===== src/rtl/dmem_pkg.sv =====
// Shared types and helpers for the data-memory write-buffer responder.
package dmem_pkg;

  localparam int unsigned WORD_W = 32;
  // Word index width for a full 32-bit byte address.
  localparam int unsigned IDX_W  = WORD_W - 2;

  function automatic int unsigned clog2(input int unsigned value);
    int unsigned res;
    res = 0;
    for (int unsigned i = 0; i < 32; i++) begin
      if ((64'd1 << i) < 64'(value)) begin
        res = i + 1;
      end
    end
    return res;
  endfunction

  typedef struct packed {
    logic [IDX_W-1:0]  idx;
    logic [WORD_W-1:0] data;
  } wb_entry_t;

  typedef enum logic [0:0] {
    StIdle,
    StDrain
  } drain_state_e;

endpackage


===== src/rtl/wbuf_fifo.sv =====
// Posted-store FIFO with a youngest-match lookup used for load forwarding.
module wbuf_fifo
  import dmem_pkg::*;
#(
  parameter int unsigned Depth = 4
) (
  input  logic                   clk_i,
  input  logic                   rst_i,
  input  logic                   push_i,
  input  wb_entry_t              push_entry_i,
  input  logic                   pop_i,
  output wb_entry_t              head_o,
  output logic [clog2(Depth):0]  count_o,
  input  logic [IDX_W-1:0]       lookup_idx_i,
  output logic                   hit_o,
  output logic [WORD_W-1:0]      hit_data_o
);

  localparam int unsigned PtrW = clog2(Depth);
  localparam int unsigned CntW = PtrW + 1;

  wb_entry_t         mem_q [Depth];
  logic [PtrW-1:0]   head_q, head_d;
  logic [PtrW-1:0]   tail_q, tail_d;
  logic [CntW-1:0]   count_q, count_d;

  always_ff @(posedge clk_i) begin
    if (push_i) begin
      mem_q[tail_q] <= push_entry_i;
    end
  end

  always_comb begin
    head_d  = head_q;
    tail_d  = tail_q;
    count_d = count_q;
    if (push_i) begin
      tail_d = tail_q + 1'b1;
    end
    if (pop_i) begin
      head_d = head_q + 1'b1;
    end
    if (push_i && !pop_i) begin
      count_d = count_q + 1'b1;
    end else if (pop_i && !push_i) begin
      count_d = count_q - 1'b1;
    end
  end

  always_ff @(posedge clk_i or posedge rst_i) begin
    if (rst_i) begin
      head_q  <= '0;
      tail_q  <= '0;
      count_q <= '0;
    end else begin
      head_q  <= head_d;
      tail_q  <= tail_d;
      count_q <= count_d;
    end
  end

  assign head_o  = mem_q[head_q];
  assign count_o = count_q;

  // Walk from oldest to youngest so the last valid match wins.
  always_comb begin
    logic [PtrW-1:0] slot;
    slot       = '0;
    hit_o      = 1'b0;
    hit_data_o = '0;
    for (int unsigned k = 0; k < Depth; k++) begin
      slot = head_q + PtrW'(k);
      if ((CntW'(k) < count_q) && (mem_q[slot].idx == lookup_idx_i)) begin
        hit_o      = 1'b1;
        hit_data_o = mem_q[slot].data;
      end
    end
  end

endmodule


===== src/rtl/dmem_wbuf.sv =====
// M-stage data memory: stores post into a write buffer that drains into a word RAM
// at a fixed cadence; loads are combinational and forward from pending stores.
module dmem_wbuf
  import dmem_pkg::*;
#(
  parameter int unsigned MEM_WORDS = 64,
  parameter int unsigned WB_DEPTH  = 4,
  parameter int unsigned DRAIN_LAT = 2
) (
  input  logic              clk,
  input  logic              reset,
  input  logic              MemWriteM,
  input  logic [WORD_W-1:0] ALUOutM,
  input  logic [WORD_W-1:0] WriteDataM,
  output logic [WORD_W-1:0] ReadDataM,
  output logic              StallM,
  output logic              WbEmpty
);

  localparam int unsigned AddrW = clog2(MEM_WORDS);
  localparam int unsigned CntW  = clog2(WB_DEPTH) + 1;
  localparam int unsigned DlyW  = (DRAIN_LAT > 1) ? clog2(DRAIN_LAT) : 1;
  localparam logic [DlyW-1:0] DlyReload = DlyW'(DRAIN_LAT - 1);
  localparam logic [CntW-1:0] FullCount = CntW'(WB_DEPTH);

  logic [WORD_W-1:0] ram_q [MEM_WORDS];

  drain_state_e      state_q, state_d;
  logic [DlyW-1:0]   dly_q, dly_d;

  logic [AddrW-1:0]  word_idx;
  logic [IDX_W-1:0]  entry_idx;
  wb_entry_t         push_entry;
  wb_entry_t         head_entry;
  logic [CntW-1:0]   count;
  logic [CntW-1:0]   count_next;
  logic              push;
  logic              pop;
  logic              hit;
  logic [WORD_W-1:0] hit_data;

  // Byte offset and address bits above the RAM size are don't-care by design.
  logic unused_bits;
  assign unused_bits = ^{ALUOutM[1:0], ALUOutM[WORD_W-1:AddrW+2],
                         head_entry.idx[IDX_W-1:AddrW]};

  assign word_idx   = ALUOutM[AddrW+1:2];
  assign entry_idx  = IDX_W'(word_idx);
  assign push_entry = '{idx: entry_idx, data: WriteDataM};

  assign pop     = (state_q == StDrain) && (dly_q == '0);
  assign StallM  = MemWriteM && (count == FullCount) && !pop;
  assign push    = MemWriteM && !StallM;
  assign WbEmpty = (count == '0);

  wbuf_fifo #(
    .Depth        (WB_DEPTH)
  ) u_fifo (
    .clk_i        (clk),
    .rst_i        (reset),
    .push_i       (push),
    .push_entry_i (push_entry),
    .pop_i        (pop),
    .head_o       (head_entry),
    .count_o      (count),
    .lookup_idx_i (entry_idx),
    .hit_o        (hit),
    .hit_data_o   (hit_data)
  );

  always_comb begin
    count_next = count;
    if (push && !pop) begin
      count_next = count + 1'b1;
    end else if (pop && !push) begin
      count_next = count - 1'b1;
    end
  end

  always_comb begin
    state_d = state_q;
    dly_d   = dly_q;
    unique case (state_q)
      StIdle: begin
        if (count != '0) begin
          state_d = StDrain;
          dly_d   = DlyReload;
        end
      end
      StDrain: begin
        if (dly_q == '0) begin
          if (count_next != '0) begin
            dly_d = DlyReload;
          end else begin
            state_d = StIdle;
          end
        end else begin
          dly_d = dly_q - 1'b1;
        end
      end
      default: state_d = StIdle;
    endcase
  end

  always_ff @(posedge clk or posedge reset) begin
    if (reset) begin
      state_q <= StIdle;
      dly_q   <= DlyReload;
    end else begin
      state_q <= state_d;
      dly_q   <= dly_d;
    end
  end

  // Backing RAM is intentionally not reset.
  always_ff @(posedge clk) begin
    if (pop) begin
      ram_q[head_entry.idx[AddrW-1:0]] <= head_entry.data;
    end
  end

  assign ReadDataM = hit ? hit_data : ram_q[word_idx];

endmodule


===== config.mk =====
export PLATFORM = sky130hd
export DESIGN_NAME = dmem_wbuf
export DESIGN_NICKNAME = d
export VERILOG_FILES = /design/src/rtl/dmem_pkg.sv /design/src/rtl/wbuf_fifo.sv /design/src/rtl/dmem_wbuf.sv
export SDC_FILE = /design/constraint.sdc
export NUM_CORES = 2
export LEC_CHECK = 0
export CELL_PAD_IN_SITES_DETAIL_PLACEMENT = 1
export CELL_PAD_IN_SITES_GLOBAL_PLACEMENT = 1
export CORE_MARGIN = 2
export CORE_UTILIZATION = 40
export CTS_BUF_LIST = sky130_fd_sc_hd__clkbuf_2 sky130_fd_sc_hd__clkbuf_4 sky130_fd_sc_hd__clkbuf_8
export CTS_CLUSTER_SIZE = 10
export DETAILED_ROUTE_END_ITERATION = 6
export DONT_BUFFER_PORTS = 1
export PLACE_DENSITY_LB_ADDON = 0.1
export SLEW_MARGIN = 20
export SYNTH_ARGS = -nofsm -noshare
export SYNTH_HDL_FRONTEND = slang
export SYNTH_SLANG_ARGS = --single-unit

===== constraint.sdc =====
create_clock -name clk -period 11.5 [get_ports clk]
set_input_delay 1.15 -clock clk [delete_from_list [all_inputs] [get_ports clk]]
set_output_delay 1.15 -clock clk [all_outputs]
set_load 0.005 [all_outputs]

==> insert_results.sql <==
INSERT INTO impl_metrics (metric_group, metric, value, unit) VALUES
('synth', 'number_of_flops_mapped_to_enable_cells_by_yosys', '2200', ''),
('sta', 'clock_skew', '0.0713', 'ns'),
('floorplanning', 'floorplan.core_area', '220000', 'um2'),
('clock_tree', 'numCtsBuffers', '381', ''),
('synth', 'synthMostInstantiatedCell', 'sky130_fd_sc_hd__edfxtp_1', ''),
('synth', 'synth_top_flop_cell', 'sky130_fd_sc_hd__edfxtp_1', ''),
('floorplanning', 'chipHeight', '474', 'um'),
('global_route', 'gr-usage-all-layers', '0.229', ''),
('place', 'placement.cell_area', '92700', 'um2'),
('floorplanning', 'die-area', '225000', 'um2'),
('detailed_routing', 'dr_total_vias', '43672', ''),
('sta', 'fin_crit_sh', '0.621', ''),
('synth', 'synth_top_family_by_area', 'multiplexers', ''),
('synth', 'ys_seq_area_frac', '0.750', ''),
('layout', 'post_route_cells_drive_above_1_share', '0.330', ''),
('pwr', 'max-vdd-ir-drop', '0.217', 'mV'),
('layout', 'area_growth_syn_to_layout', '13.1', '%'),
('min_path', 'hold_depth', '0', ''),
('sta', 'rsz_0062_raised_after_global_routing', 'no', ''),
('sta', 'final-max-slew-violation-count', '47', ''),
('worst_setup_path', 'setup.worst_path.class', 'in -> out', ''),
('pwr', 'total_power', '22700', 'uW'),
('synth', 'synthDominantAreaCellType', 'sky130_fd_sc_hd__edfxtp_1', ''),
('clock_tree', 'cts_buffer_depth', '4', ''),
('pwr', 'power-per-cell-area', '227', 'nW/um2'),
('layout', 'multiInputGateArea', '21700', 'um2'),
('status', 'violations', 'max-slew violations', ''),
('sta', 'setup_tns', '0', 'ns'),
('synth', 'complex_gate_fraction_of_the_synthesized_area', '0.0271', ''),
('layout', 'seq_area', '66300', 'um2'),
('synth', 'synth.cells.most_frequent', '2200 x sky130_fd_sc_hd__edfxtp_1, 619 x sky130_fd_sc_hd__mux4_2, 171 x sky130_fd_sc_hd__nor2_1, 138 x sky130_fd_sc_hd__mux2i_1, 110 x sky130_fd_sc_hd__clkbuf_1', ''),
('synth', 'synth.top_cell.area_share', '0.748', ''),
('synth', 'post_synth_main_area_contributors', 'sky130_fd_sc_hd__edfxtp_1 75%, sky130_fd_sc_hd__mux4_2 16%, sky130_fd_sc_hd__mux2i_1 1.6%', ''),
('layout', 'num-nets-final', '4396', ''),
('worst_setup_path', 'startpoint', 'ALUOutM[2]', ''),
('status', 'outcome', 'finished with violations', ''),
('synth', 'synthesis.nets', '4123', ''),
('sta', 'hold_viol_final', '0', ''),
('synth', 'synth-warning-count', '0', ''),
('detailed_routing', 'detail_route.drc_violations', '0', ''),
('detailed_routing', 'firstDrtPassIters', '5', ''),
('pwr', 'p_leak', '0.0308', 'uW'),
('synth', 'synth-adder-area-share', '0.00113', ''),
('place', 'routabilityCongestion', '0.747', ''),
('global_route', 'number_of_global_route_vias_before_repair', '46049', ''),
('detailed_routing', 'drtAntennaViolNets', '0', ''),
('detailed_routing', 'drtIter0Drc', '4808', ''),
('sta', 'setup_viol', '0', ''),
('detailed_routing', 'routed_wire_length_per_instance', '34.3', 'um'),
('clock_tree', 'clk_transition_reported_paths', '0.06', 'ns'),
('worst_setup_path', 'critical_path.reg2reg.startpoint', 'u_fifo.head_q[0]$_DFFE_PP0P_', ''),
('clock_tree', 'cts_resized', '0', ''),
('clock_tree', 'clock_tree.htree_level_count', '5', ''),
('sta', 'finalCriticalPeriod', '7.14', 'ns'),
('floorplanning', 'placementRows', '172', ''),
('worst_setup_path', 'worst-path-max-fanout', '101', ''),
('clock_tree', 'worstSkewPairLatency', '1.09', 'ns'),
('synth', 'synth-async-reset-ratio', '0.00407', ''),
('synth', 'syn_inst', '4048', ''),
('worst_setup_path', 'ff2ff_path_depth', '6', ''),
('synth', 'portion_of_netlist_area_occupied_by_mux_cells', '0.184', ''),
('floorplanning', 'ios', '101', ''),
('synth', 'synth_cell_types', '63', ''),
('floorplanning', 'floorplan.initialDensity', '0.402', ''),
('detailed_routing', 'wirelength', '257000', 'um'),
('global_route', 'antenna_found_initial', '12', ''),
('min_path', 'min-delay-start', 'WriteDataM[24]', ''),
('place', 'port-buffer-count', '0', ''),
('synth', 'syn_avg_cell_area', '21.8', 'um2'),
('layout', 'filler_cell_count', '19965', ''),
('clock_tree', 'cts_tree', 'done', '');
-- area by class of cell --
cell class	instances	share of cell area
Sequential cell	2209	0.664
Multi-Input combinational cell	1578	0.218
Clock buffer	514	0.0627
Tap cell	2871	0.0360
Timing Repair Buffer	138	0.0116
Clock inverter	142	0.00770
Inverter	13	0.000551
Antenna cell	10	0.000251
-- power by group --
part	switching, uW	internal [uW]	leakage (uW)	total, uW
Combinational	3480	1190	0.00725	4670
Clock	3170	3640	0.00372	6810
Sequential	211	11000	0.0199	11200
Total	6860	15800	0.0308	22700
-- repair_timing --
action,4_1_cts,5_1_grt
buffers inserted,0,0
endpoints found under the hold margin,8,0
hold buffers,1,0
-- metal layers --
layer	share of wire	vias to the layer above	track usage
met2	0.46	1418	0.352
met5	0	-	0
met4	0.025	0	0.0657
met1	0.44	24022	0.322
li1	-	17810	-
met3	0.075	422	0.0605
-- worst max-delay path, stage by stage --
cell and delay (ns):
sky130_fd_sc_hd__buf_16 0.44, sky130_fd_sc_hd__buf_16 0.56, sky130_fd_sc_hd__buf_16 0.54, sky130_fd_sc_hd__mux4_2 0.61, sky130_fd_sc_hd__mux4_2 0.48, sky130_fd_sc_hd__mux2i_1 0.69
sky130_fd_sc_hd__nand2_1 0.18, sky130_fd_sc_hd__o21ai_1 0.54, sky130_fd_sc_hd__a22oi_1 0.27
-- state kept, by name, indices dropped and copies added (netlist names) --
signal          cells
u_fifo.tail_q       2
dly_q               1
u_fifo.head_q       2
ram_q            2048
u_fifo.count_o      3
state_q             1
u_fifo.mem_q      152
-- cells by family (layout without fill, tap and decap cells) --
logic type | after synthesis | after routing
XOR/XNOR | 31 | 31
adder cells (fa/ha/maj) | 8 | 8
multiplexers | 827 | 827
buffers and inverters | 261 | 807
other | 0 | 10
AO/OA/AOI/OAI | 313 | 313
AND/OR/NAND/NOR | 399 | 399
flip-flops | 2209 | 2209
-- stage by stage --
| stage | utilization | hold WS (ns) | instances | worst slack [ns] |
|---|---|---|---|---|
| finish | 0.455 | 0.182 | 7475 | 4.36 |
| global route | 0.455 | 0.114 | 7467 | 4.03 |
| CTS | 0.454 | 0.0819 | 7457 | 4.59 |
| detailed placement | 0.422 | 0.552 | 6800 | 5.74 |
| global placement | 0.422 | 0.536 | 6800 | 5.68 |
| floorplan | - | 0.515 | 4048 | 6.37 |
-- placed cells by master, fill, tap and decap left out, types with 5 or more instances in the layout --
master | synthesis | layout
sky130_fd_sc_hd__edfxtp_1 | 2200 | 2200
sky130_fd_sc_hd__mux4_2 | 619 | 619
sky130_fd_sc_hd__clkbuf_8 | 0 | 385
sky130_fd_sc_hd__mux2i_1 | 138 | 138
sky130_fd_sc_hd__buf_4 | 11 | 130
sky130_fd_sc_hd__clkbuf_4 | 0 | 129
sky130_fd_sc_hd__clkinv_1 | 1 | 106
sky130_fd_sc_hd__nor2_1 | 171 | 103
sky130_fd_sc_hd__nand2_1 | 100 | 100
sky130_fd_sc_hd__a22oi_1 | 73 | 73
sky130_fd_sc_hd__nor2_4 | 0 | 67
sky130_fd_sc_hd__mux2_2 | 63 | 63
sky130_fd_sc_hd__o21ai_0 | 44 | 43
sky130_fd_sc_hd__and2_1 | 38 | 38
sky130_fd_sc_hd__o311ai_0 | 31 | 31
sky130_fd_sc_hd__a21oi_4 | 0 | 29
sky130_fd_sc_hd__a211oi_2 | 29 | 29
sky130_fd_sc_hd__nor4b_1 | 29 | 29
sky130_fd_sc_hd__xnor2_1 | 26 | 26
sky130_fd_sc_hd__clkinv_2 | 0 | 23
sky130_fd_sc_hd__a32oi_1 | 23 | 23
sky130_fd_sc_hd__nand3_1 | 15 | 15
sky130_fd_sc_hd__nor2b_1 | 14 | 14
sky130_fd_sc_hd__a21oi_1 | 42 | 13
sky130_fd_sc_hd__o221ai_1 | 13 | 13
sky130_fd_sc_hd__nor3_1 | 12 | 12
sky130_fd_sc_hd__o22ai_1 | 11 | 11
sky130_fd_sc_hd__diode_2 | 0 | 10
sky130_fd_sc_hd__inv_1 | 10 | 10
sky130_fd_sc_hd__a211oi_1 | 8 | 8
sky130_fd_sc_hd__ha_1 | 8 | 8
sky130_fd_sc_hd__mux4_1 | 6 | 6
sky130_fd_sc_hd__bufinv_16 | 0 | 6
sky130_fd_sc_hd__dfrtp_1 | 8 | 6
sky130_fd_sc_hd__xor2_1 | 5 | 5
sky130_fd_sc_hd__o31ai_1 | 7 | 5
sky130_fd_sc_hd__clkinvlp_4 | 0 | 5
sky130_fd_sc_hd__buf_16 | 0 | 5
-- final timing paths --
kind                       slack (ns)                            end
max                              4.36                   ReadDataM[8]
min                              0.18  u_fifo.mem_q[0][24]$_DFFE_PP_
max reg2reg                      6.37          ram_q[9][5]$_DFFE_PP_
min reg2reg                      0.56              dly_q$_DFFE_PP1P_
max in group asynchronous       10.61   u_fifo.head_q[0]$_DFFE_PP0P_
min in group asynchronous        0.54    u_fifo.count_o[0]$_DFF_PP0_
Note: power is estimated with default switching activity, not from simulation.
